## src/rtl/mbus_tx_channel_arbiter_if.sv

```systemverilog
// Bundle between N local TX requesters, the channel arbiter and one MBus node TX port.
// Handshake semantics (4-phase, every signal level-sensitive):
//   CH_TX_REQ[c] rises with ADDR/DATA/PEND/PRIORITY stable -> CH_TX_ACK[c] rises -> REQ falls -> ACK falls.
//   Node side mirrors this with TX_REQ/TX_ACK. Results are held as TX_SUCC/TX_FAIL until
//   TX_RESP_ACK rises, then both sides return to zero. CH_TX_SUCC/FAIL vs CH_TX_RESP_ACK work the same way.
interface mbus_tx_channel_arbiter_if #(
  parameter int NUM_CH = 4,
  parameter int ADDR_W = 32,
  parameter int DATA_W = 32
);
  logic [NUM_CH*ADDR_W-1:0] CH_TX_ADDR;
  logic [NUM_CH*DATA_W-1:0] CH_TX_DATA;
  logic [NUM_CH-1:0]        CH_TX_PEND;
  logic [NUM_CH-1:0]        CH_TX_REQ;
  logic [NUM_CH-1:0]        CH_TX_PRIORITY;
  logic [NUM_CH-1:0]        CH_TX_ACK;
  logic [NUM_CH-1:0]        CH_TX_SUCC;
  logic [NUM_CH-1:0]        CH_TX_FAIL;
  logic [NUM_CH-1:0]        CH_TX_RESP_ACK;
  logic [ADDR_W-1:0]        TX_ADDR;
  logic [DATA_W-1:0]        TX_DATA;
  logic                     TX_PEND;
  logic                     TX_REQ;
  logic                     PRIORITY;
  logic                     TX_ACK;
  logic                     TX_SUCC;
  logic                     TX_FAIL;
  logic                     TX_RESP_ACK;

  // master: the arbiter itself
  modport master (
    input  CH_TX_ADDR, CH_TX_DATA, CH_TX_PEND, CH_TX_REQ, CH_TX_PRIORITY, CH_TX_RESP_ACK,
    input  TX_ACK, TX_SUCC, TX_FAIL,
    output CH_TX_ACK, CH_TX_SUCC, CH_TX_FAIL,
    output TX_ADDR, TX_DATA, TX_PEND, TX_REQ, PRIORITY, TX_RESP_ACK
  );

  // slave: the surrounding clients plus node
  modport slave (
    output CH_TX_ADDR, CH_TX_DATA, CH_TX_PEND, CH_TX_REQ, CH_TX_PRIORITY, CH_TX_RESP_ACK,
    output TX_ACK, TX_SUCC, TX_FAIL,
    input  CH_TX_ACK, CH_TX_SUCC, CH_TX_FAIL,
    input  TX_ADDR, TX_DATA, TX_PEND, TX_REQ, PRIORITY, TX_RESP_ACK
  );
endinterface

```

## src/rtl/mbus_tx_channel_arbiter.sv

```systemverilog
// Shares one MBus node TX port among NUM_CH requesters: per-message priority/round-robin
// arbitration, lock for multi-word (PEND) messages, and result routing to the owning channel.
module mbus_tx_channel_arbiter #(
  parameter int NUM_CH = 4,
  parameter int ADDR_W = 32,
  parameter int DATA_W = 32,
  localparam int GW = $clog2(NUM_CH)
) (
  input  logic                     CLKIN,
  input  logic                     RESET,
  mbus_tx_channel_arbiter_if.master bus,
  output logic [2:0]               dbg_state_o,
  output logic [GW-1:0]            dbg_grant_o,
  output logic [GW-1:0]            dbg_rr_ptr_o
);

  localparam logic [2:0] S_IDLE = 3'd0;
  localparam logic [2:0] S_REQ  = 3'd1;
  localparam logic [2:0] S_ACKW = 3'd2;
  localparam logic [2:0] S_LOCK = 3'd3;
  localparam logic [2:0] S_RSLT = 3'd4;
  localparam logic [2:0] S_RESP = 3'd5;
  localparam logic [2:0] S_DONE = 3'd6;

  localparam logic [GW:0]   NCH     = (GW+1)'(NUM_CH);
  localparam logic [GW-1:0] LAST_CH = GW'(NUM_CH - 1);

  logic [2:0]        state_q, state_d;
  logic [GW-1:0]     grant_q, grant_d;
  logic [GW-1:0]     rr_ptr_q, rr_ptr_d;
  logic              launch_q, launch_d;
  logic [ADDR_W-1:0] tx_addr_q, tx_addr_d;
  logic [DATA_W-1:0] tx_data_q, tx_data_d;
  logic              tx_pend_q, tx_pend_d;
  logic              tx_req_q, tx_req_d;
  logic              priority_q, priority_d;
  logic              tx_resp_ack_q, tx_resp_ack_d;
  logic [NUM_CH-1:0] ch_ack_q, ch_ack_d;
  logic [NUM_CH-1:0] ch_succ_q, ch_succ_d;
  logic [NUM_CH-1:0] ch_fail_q, ch_fail_d;

  logic [ADDR_W-1:0] ch_addr [NUM_CH];
  logic [DATA_W-1:0] ch_data [NUM_CH];
  logic [NUM_CH-1:0] prio_req;
  logic [NUM_CH-1:0] cand;
  logic [GW-1:0]     win_idx;
  logic [NUM_CH-1:0] gsel;

  for (genvar c = 0; c < NUM_CH; c++) begin : g_unpack
    assign ch_addr[c] = bus.CH_TX_ADDR[c*ADDR_W +: ADDR_W];
    assign ch_data[c] = bus.CH_TX_DATA[c*DATA_W +: DATA_W];
  end

  // First set bit of 'set' at or after 'ptr', wrapping at NUM_CH.
  function automatic logic [GW-1:0] rr_pick(input logic [NUM_CH-1:0] set,
                                            input logic [GW-1:0] ptr);
    logic [GW-1:0] pick;
    logic          found;
    logic [GW:0]   idx;
    pick  = '0;
    found = 1'b0;
    for (int off = 0; off < NUM_CH; off++) begin
      idx = {1'b0, ptr} + (GW+1)'(off);
      if (idx >= NCH) idx = idx - NCH;
      if (!found && set[idx[GW-1:0]]) begin
        found = 1'b1;
        pick  = idx[GW-1:0];
      end
    end
    return pick;
  endfunction

  // High-priority requesters form the candidate set when any exist; rr_ptr is shared by both classes.
  always_comb begin
    prio_req = bus.CH_TX_REQ & bus.CH_TX_PRIORITY;
    cand     = (|prio_req) ? prio_req : bus.CH_TX_REQ;
    win_idx  = rr_pick(cand, rr_ptr_q);
  end

  always_comb begin
    gsel          = '0;
    gsel[grant_q] = 1'b1;
  end

  always_comb begin
    state_d       = state_q;
    grant_d       = grant_q;
    rr_ptr_d      = rr_ptr_q;
    launch_d      = launch_q;
    tx_addr_d     = tx_addr_q;
    tx_data_d     = tx_data_q;
    tx_pend_d     = tx_pend_q;
    tx_req_d      = tx_req_q;
    priority_d    = priority_q;
    tx_resp_ack_d = tx_resp_ack_q;
    ch_ack_d      = ch_ack_q;
    ch_succ_d     = ch_succ_q;
    ch_fail_d     = ch_fail_q;

    case (state_q)
      S_IDLE: begin
        // Winner's word is latched first; TX_REQ follows one cycle later so TX_* is stable at the node.
        if (launch_q) begin
          tx_req_d = 1'b1;
          launch_d = 1'b0;
          state_d  = S_REQ;
        end else if (|bus.CH_TX_REQ) begin
          grant_d    = win_idx;
          tx_addr_d  = ch_addr[win_idx];
          tx_data_d  = ch_data[win_idx];
          tx_pend_d  = bus.CH_TX_PEND[win_idx];
          priority_d = bus.CH_TX_PRIORITY[win_idx];
          launch_d   = 1'b1;
        end
      end

      S_REQ: begin
        if (bus.TX_FAIL) begin
          tx_req_d  = 1'b0;
          ch_ack_d  = '0;
          ch_fail_d = gsel;
          state_d   = S_RESP;
        end else if (bus.TX_ACK) begin
          tx_req_d = 1'b0;
          ch_ack_d = gsel;
          state_d  = S_ACKW;
        end
      end

      S_ACKW: begin
        if (bus.TX_FAIL) begin
          tx_req_d  = 1'b0;
          ch_ack_d  = '0;
          ch_fail_d = gsel;
          state_d   = S_RESP;
        end else if (!bus.CH_TX_REQ[grant_q] && !bus.TX_ACK) begin
          ch_ack_d = '0;
          state_d  = tx_pend_q ? S_LOCK : S_RSLT;
        end
      end

      S_LOCK: begin
        // Mid-message: only the owning channel may continue.
        if (bus.TX_FAIL) begin
          tx_req_d  = 1'b0;
          ch_ack_d  = '0;
          ch_fail_d = gsel;
          state_d   = S_RESP;
        end else if (bus.CH_TX_REQ[grant_q]) begin
          tx_addr_d  = ch_addr[grant_q];
          tx_data_d  = ch_data[grant_q];
          tx_pend_d  = bus.CH_TX_PEND[grant_q];
          priority_d = bus.CH_TX_PRIORITY[grant_q];
          tx_req_d   = 1'b1;
          state_d    = S_REQ;
        end
      end

      S_RSLT: begin
        if (bus.TX_FAIL) begin
          ch_fail_d = gsel;
          state_d   = S_RESP;
        end else if (bus.TX_SUCC) begin
          ch_succ_d = gsel;
          state_d   = S_RESP;
        end
      end

      S_RESP: begin
        if (bus.CH_TX_RESP_ACK[grant_q]) begin
          tx_resp_ack_d = 1'b1;
        end else if (tx_resp_ack_q && !bus.TX_SUCC && !bus.TX_FAIL) begin
          ch_succ_d     = '0;
          ch_fail_d     = '0;
          tx_resp_ack_d = 1'b0;
          state_d       = S_DONE;
        end
      end

      S_DONE: begin
        rr_ptr_d = (grant_q == LAST_CH) ? '0 : grant_q + 1'b1;
        state_d  = S_IDLE;
      end

      default: begin
        state_d = S_IDLE;
      end
    endcase
  end

  always_ff @(posedge CLKIN or posedge RESET) begin
    if (RESET) begin
      state_q       <= S_IDLE;
      grant_q       <= '0;
      rr_ptr_q      <= '0;
      launch_q      <= 1'b0;
      tx_addr_q     <= '0;
      tx_data_q     <= '0;
      tx_pend_q     <= 1'b0;
      tx_req_q      <= 1'b0;
      priority_q    <= 1'b0;
      tx_resp_ack_q <= 1'b0;
      ch_ack_q      <= '0;
      ch_succ_q     <= '0;
      ch_fail_q     <= '0;
    end else begin
      state_q       <= state_d;
      grant_q       <= grant_d;
      rr_ptr_q      <= rr_ptr_d;
      launch_q      <= launch_d;
      tx_addr_q     <= tx_addr_d;
      tx_data_q     <= tx_data_d;
      tx_pend_q     <= tx_pend_d;
      tx_req_q      <= tx_req_d;
      priority_q    <= priority_d;
      tx_resp_ack_q <= tx_resp_ack_d;
      ch_ack_q      <= ch_ack_d;
      ch_succ_q     <= ch_succ_d;
      ch_fail_q     <= ch_fail_d;
    end
  end

  assign bus.TX_ADDR     = tx_addr_q;
  assign bus.TX_DATA     = tx_data_q;
  assign bus.TX_PEND     = tx_pend_q;
  assign bus.TX_REQ      = tx_req_q;
  assign bus.PRIORITY    = priority_q;
  assign bus.TX_RESP_ACK = tx_resp_ack_q;
  assign bus.CH_TX_ACK   = ch_ack_q;
  assign bus.CH_TX_SUCC  = ch_succ_q;
  assign bus.CH_TX_FAIL  = ch_fail_q;

  assign dbg_state_o  = state_q;
  assign dbg_grant_o  = grant_q;
  assign dbg_rr_ptr_o = rr_ptr_q;

  // Channel-side indications never overlap: one owner, one phase at a time.
  a_ch_onehot0: assert property (@(posedge CLKIN) disable iff (RESET)
    $onehot0(ch_ack_q | ch_succ_q | ch_fail_q));
  a_no_req_with_ack: assert property (@(posedge CLKIN) disable iff (RESET)
    !(tx_req_q && (|ch_ack_q)));

endmodule

```

## src/flat_wrapper.sv

```systemverilog
// flat-port wrapper written by rule: the top's interface ports become plain ports
module mbus_tx_channel_arbiter_flat 
#(
  parameter int NUM_CH = 4,
  parameter int ADDR_W = 32,
  parameter int DATA_W = 32,
  localparam int GW = $clog2(NUM_CH)
)
  (CLKIN, RESET, dbg_state_o, dbg_grant_o, dbg_rr_ptr_o, bus_CH_TX_ADDR, bus_CH_TX_DATA, bus_CH_TX_PEND, bus_CH_TX_REQ, bus_CH_TX_PRIORITY, bus_CH_TX_RESP_ACK, bus_TX_ACK, bus_TX_SUCC, bus_TX_FAIL, bus_CH_TX_ACK, bus_CH_TX_SUCC, bus_CH_TX_FAIL, bus_TX_ADDR, bus_TX_DATA, bus_TX_PEND, bus_TX_REQ, bus_PRIORITY, bus_TX_RESP_ACK);
  mbus_tx_channel_arbiter_if #(.NUM_CH(NUM_CH), .ADDR_W(ADDR_W), .DATA_W(DATA_W)) bus_i ();
  input  logic CLKIN;
  input  logic RESET;
  output logic [2:0] dbg_state_o;
  output logic [GW-1:0] dbg_grant_o;
  output logic [GW-1:0] dbg_rr_ptr_o;
  input wire logic [$bits(bus_i.CH_TX_ADDR)-1:0] bus_CH_TX_ADDR;
  input wire logic [$bits(bus_i.CH_TX_DATA)-1:0] bus_CH_TX_DATA;
  input wire logic [$bits(bus_i.CH_TX_PEND)-1:0] bus_CH_TX_PEND;
  input wire logic [$bits(bus_i.CH_TX_REQ)-1:0] bus_CH_TX_REQ;
  input wire logic [$bits(bus_i.CH_TX_PRIORITY)-1:0] bus_CH_TX_PRIORITY;
  input wire logic [$bits(bus_i.CH_TX_RESP_ACK)-1:0] bus_CH_TX_RESP_ACK;
  input wire logic [$bits(bus_i.TX_ACK)-1:0] bus_TX_ACK;
  input wire logic [$bits(bus_i.TX_SUCC)-1:0] bus_TX_SUCC;
  input wire logic [$bits(bus_i.TX_FAIL)-1:0] bus_TX_FAIL;
  output wire logic [$bits(bus_i.CH_TX_ACK)-1:0] bus_CH_TX_ACK;
  output wire logic [$bits(bus_i.CH_TX_SUCC)-1:0] bus_CH_TX_SUCC;
  output wire logic [$bits(bus_i.CH_TX_FAIL)-1:0] bus_CH_TX_FAIL;
  output wire logic [$bits(bus_i.TX_ADDR)-1:0] bus_TX_ADDR;
  output wire logic [$bits(bus_i.TX_DATA)-1:0] bus_TX_DATA;
  output wire logic [$bits(bus_i.TX_PEND)-1:0] bus_TX_PEND;
  output wire logic [$bits(bus_i.TX_REQ)-1:0] bus_TX_REQ;
  output wire logic [$bits(bus_i.PRIORITY)-1:0] bus_PRIORITY;
  output wire logic [$bits(bus_i.TX_RESP_ACK)-1:0] bus_TX_RESP_ACK;
  assign bus_i.CH_TX_ADDR = bus_CH_TX_ADDR;
  assign bus_i.CH_TX_DATA = bus_CH_TX_DATA;
  assign bus_i.CH_TX_PEND = bus_CH_TX_PEND;
  assign bus_i.CH_TX_REQ = bus_CH_TX_REQ;
  assign bus_i.CH_TX_PRIORITY = bus_CH_TX_PRIORITY;
  assign bus_i.CH_TX_RESP_ACK = bus_CH_TX_RESP_ACK;
  assign bus_i.TX_ACK = bus_TX_ACK;
  assign bus_i.TX_SUCC = bus_TX_SUCC;
  assign bus_i.TX_FAIL = bus_TX_FAIL;
  assign bus_CH_TX_ACK = bus_i.CH_TX_ACK;
  assign bus_CH_TX_SUCC = bus_i.CH_TX_SUCC;
  assign bus_CH_TX_FAIL = bus_i.CH_TX_FAIL;
  assign bus_TX_ADDR = bus_i.TX_ADDR;
  assign bus_TX_DATA = bus_i.TX_DATA;
  assign bus_TX_PEND = bus_i.TX_PEND;
  assign bus_TX_REQ = bus_i.TX_REQ;
  assign bus_PRIORITY = bus_i.PRIORITY;
  assign bus_TX_RESP_ACK = bus_i.TX_RESP_ACK;
  mbus_tx_channel_arbiter #(.NUM_CH(NUM_CH), .ADDR_W(ADDR_W), .DATA_W(DATA_W)) u_core (.CLKIN(CLKIN), .RESET(RESET), .bus(bus_i), .dbg_state_o(dbg_state_o), .dbg_grant_o(dbg_grant_o), .dbg_rr_ptr_o(dbg_rr_ptr_o));
endmodule
```

## config.mk

```make
export PLATFORM = sky130hd
export DESIGN_NAME = mbus_tx_channel_arbiter_flat
export DESIGN_NICKNAME = d
export VERILOG_FILES = /design/src/rtl/mbus_tx_channel_arbiter_if.sv /design/src/rtl/mbus_tx_channel_arbiter.sv /design/src/flat_wrapper.sv
export SDC_FILE = /design/constraint.sdc
export NUM_CORES = 1
export LEC_CHECK = 0
export BUFFER_PORTS_ARGS = -buffer_cell sky130_fd_sc_hd__clkbuf_2
export CORE_MARGIN = 5
export CORE_UTILIZATION = 40
export DETAILED_ROUTE_END_ITERATION = 12
export PLACE_DENSITY = 0.71
export SLEW_MARGIN = 25
export SYNTH_ARGS = -nofsm -noshare
export SYNTH_HDL_FRONTEND = slang
export SYNTH_SLANG_ARGS = --single-unit
```

## constraint.sdc

```tcl
create_clock -name CLKIN -period 5.9 [get_ports CLKIN]
set_input_delay 1.18 -clock CLKIN [delete_from_list [all_inputs] [get_ports CLKIN]]
set_output_delay 1.18 -clock CLKIN [all_outputs]
set_load 0.03 [all_outputs]
```

==> results.yml <==
placement:
  io_buffers: 363
  gp_congestion: 0.850
  hpwlAfterDp_um: 19100
synth:
  synth-main-ff-cell: "dfrtp_1"
  synthCells: 598
  synth_edf_count: 0
  ys_seq_area_frac: 0.299
  synthArstFlopShare: 1.00
  netlist_area_mm2: 0.00736
  syn_nets: 879
  yosys_warnings: 0
  ys_types: 44
  ys_seq_elements: 88
  avgSynthCellArea_um2: 12.3
worst_setup_path:
  cp_slowest_cell: "or4_2"
  critPathMaxStageDelay_ns: 0.70
  critPathBufInv: 2
  crit_chain: "clkbuf_2 > a22oi_1 > a21oi_1 > or4b_1 > o221ai_1 > or4_2 > buf_4 > o221ai_1"
  worst-setup-path-type: "primary input to register"
  rr_endpoint: "u_core.bus.TX_ADDR[12]"
  worstSetupEndpointType: "register"
  r2r_cells: 6
  cp_data_arrival_time_ns: 3.89
  startpoint: "bus_CH_TX_REQ[2]"
  crit_family: "simple AND/OR/NAND/NOR gates"
  required_ns: 6.08
  crit_fanout: 35
  r2r_slack_ns: 2.67
  startpoint_type: "primary input"
  cp.depth: 8
  critical_path.most_common_cell: "o221ai_1"
  crit_path_end: "u_core.bus.TX_DATA[12]"
  worstReg2RegStart: "u_core.dbg_grant_o[0]"
clocking:
  cts-resized-gates: 0
  post-cts-setup-buffer-count: 0
  clock_sinks: 88
  hold_buffers: 0
  cts_buffer_depth: 2
  cts_buffers: 9
  htreeDepth: 3
  root_buffer: "clkbuf_16"
  cts_tree: "built"
  clkLatencyLatePin_ns: 0.35
  clk_pin_slew_worst_paths_ns: 0.07
power:
  power_frac_comb: 0.621
  power_leakage_nw: 4.41
  p_per_area_mw_per_mm2: 491
  p_sw_frac: 0.481
  clkPwrFrac: 0.122
  p_total_mw: 4.68
  ir_worst_vdd_v: 0.000293
  p_switching_mw: 2.25
  seqPwrFrac: 0.257
  p_int_mw: 2.43
die:
  ios: 364
  die_w_um: 146
  initial_core_util: 0.409
  die_h_um: 146
  dieArea_mm2: 0.0212
  coreArea_mm2: 0.0180
  rows: 49
sta:
  hold_violations: 0
  clock_skew_ns: 0.0108
  finalSetupViolCount: 0
  worst_pin_slew_ns: 1.05
  finalSetupTns_ns: 0
  final_max_slew_viol_count: 0
  fmax_mhz: 270
  min_period_ns: 3.70
  fin_crit_sh: 0.628
  slew_headroom: 0.297
  worst_hold_slack_ns: 0.511
  rsz0062_at_grt: "false"
global_route:
  grt_pass1_wl_um: 41400
  grt-ovfl-total: 0
  grt_use_total: 0.236
  antenna_found_initial: 0
  grt_pass1_vias: 7767
  grt_max_degree: 79
drt:
  vias: 7158
  first_pass_iters: 6
  routed_via_density: 6.22
  totalWireLength_um: 25800
  drc: 0
  ant_nets: 0
  post_drt_wl_per_cell_um: 22.5
  drt-initial-drc-count: 544
finish:
  area.growth.synth_to_final_pct: 29.2
  diodes: 0
  utilization: 0.528
  nets: 1197
  n_fill_cell: 1614
  drive_gt1_frac: 0.541
hold_path:
  hold_class: "register to register"
run_status:
  outcome: "finished, final reports clean"
flow_run:
  maxCapViolCount: 0
-- metrics by stage --
step / instance area [um2] / instances / setup slack, ns
2_1_floorplan: 7360 / 598 / 2.44
3_3_place_gp: 9230 / 1134 / 1.85
3_5_place_dp: 9230 / 1134 / 1.85
4_1_cts: 9520 / 1150 / 2.20
5_1_grt: 9520 / 1150 / 1.97
6_report: 9520 / 1150 / 2.20
-- cell usage in the layout (no fill, tap or decap), types with 2 or more instances in the layout --
| cell | Yosys | final |
|---|---|---|
| o21ai_1 | 3 | 3 |
| nor3b_1 | 2 | 2 |
| o31ai_1 | 2 | 2 |
| nand3_1 | 5 | 5 |
| o21ai_0 | 15 | 15 |
| clkbuf_16 | 0 | 9 |
| o221ai_1 | 39 | 39 |
| a22o_1 | 9 | 9 |
| clkinv_2 | 0 | 2 |
| nor2_1 | 6 | 6 |
| o221ai_2 | 29 | 29 |
| a21oi_1 | 6 | 6 |
| nor3_1 | 3 | 3 |
| nor4b_1 | 2 | 2 |
| or2_2 | 4 | 4 |
| clkbuf_2 | 0 | 363 |
| a21o_1 | 3 | 2 |
| ha_1 | 4 | 4 |
| dfrtp_1 | 88 | 86 |
| and3_1 | 3 | 2 |
| buf_4 | 8 | 8 |
| nand2_1 | 10 | 9 |
| mux4_2 | 68 | 68 |
| inv_1 | 11 | 10 |
| nand2b_1 | 2 | 2 |
| inv_6 | 0 | 4 |
| mux2i_1 | 133 | 133 |
| a22oi_1 | 67 | 67 |
| a222oi_1 | 3 | 3 |
| nor2b_1 | 2 | 2 |
-- cells in the mapped netlist (4+ instances only) --
library cell / count / share of area
nor2_1: 6 / 0.0031
nand2_1: 10 / 0.0051
or2_2: 4 / 0.0034
buf_6: 6 / 0.0092
o21ai_0: 15 / 0.010
o221ai_2: 29 / 0.059
nand3_1: 5 / 0.0034
ha_1: 4 / 0.0068
a21oi_1: 6 / 0.0041
o221ai_1: 39 / 0.046
mux2i_1: 133 / 0.18
buf_2: 18 / 0.012
dfrtp_1: 88 / 0.30
clkbuf_1: 30 / 0.015
buf_4: 8 / 0.0082
inv_1: 11 / 0.0056
a22oi_1: 67 / 0.068
a22o_1: 9 / 0.011
mux4_2: 68 / 0.21
-- area by class of cell --
class,count,area [um2],area share
clock inverter,7,58.8,0.00618
inverter,11,42.5,0.00447
sequential,88,2210,0.232
timing repair buffer,372,1900,0.199
multi-input combinational,434,4800,0.504
tap,229,287,0.0301
clock buffer,9,225,0.0237
-- flip-flops by register name, indices dropped and copies added, names as in the netlist --
signal	count
u_core.bus.CH_TX_ACK	4
u_core.bus.CH_TX_FAIL	4
u_core.bus.CH_TX_SUCC	4
u_core.bus.PRIORITY	1
u_core.bus.TX_ADDR	32
u_core.bus.TX_DATA	32
u_core.bus.TX_PEND	1
u_core.bus.TX_REQ	1
u_core.bus.TX_RESP_ACK	1
u_core.dbg_grant_o	2
u_core.dbg_rr_ptr_o	2
u_core.dbg_state_o	3
u_core.launch_q	1
-- routing by layer --
| layer | vias to the layer above | wire (um) | GRT usage |
|---|---|---|---|
| met5 | - | 0 | 0 |
| met4 | 0 | 580 | 0.0658 |
| met3 | 45 | 2190 | 0.0601 |
| met2 | 433 | 13100 | 0.413 |
| met1 | 3503 | 9940 | 0.289 |
| li1 | 3177 | - | - |
-- cell families after synthesis --
logic type	synth area share
fa+ha+maj	0.00816
mux	0.390
flops	0.299
compound gates	0.219
simple gates	0.0314
buf+inv	0.0520
-- power groups by stage --
stage / clock (mW) / sequential (mW) / combinational (mW)
after floorplan: 0 / 1.60 / 1.75
after global placement: 0 / 1.21 / 2.88
after detailed placement: 0 / 1.20 / 2.92
after CTS: 0.583 / 1.20 / 2.93
after global routing: 0.611 / 1.25 / 3.11
final: 0.570 / 1.20 / 2.91
-- worst min path at each step --
| stage | startpoint | endpoint | slack [ns] | depth (start not counted) |
|---|---|---|---|---|
| final | u_core.bus.CH_TX_ACK[1] | u_core.bus.CH_TX_ACK[1] | 0.51 | 1 |
| after global routing | u_core.bus.CH_TX_ACK[0] | u_core.bus.CH_TX_ACK[0] | 0.53 | 1 |
| after CTS | u_core.bus.CH_TX_ACK[1] | u_core.bus.CH_TX_ACK[1] | 0.51 | 1 |
| after detailed placement | u_core.bus.CH_TX_ACK[1] | u_core.bus.CH_TX_ACK[1] | 0.49 | 1 |
| after global placement | u_core.bus.CH_TX_ACK[2] | u_core.bus.CH_TX_ACK[2] | 0.50 | 1 |
| after floorplan | u_core.launch_q | u_core.launch_q | 0.49 | 1 |
-- worst reg2reg max path, cell delays in order, from the launching register on --
cell and delay, ns:
dfrtp_4 0.89, mux4_2 0.68, a21oi_1 0.16, a21o_2 0.80
buf_4 0.37, a22oi_1 0.11, o221ai_1 0.11
Note: power is estimated with default switching activity, not from simulation.
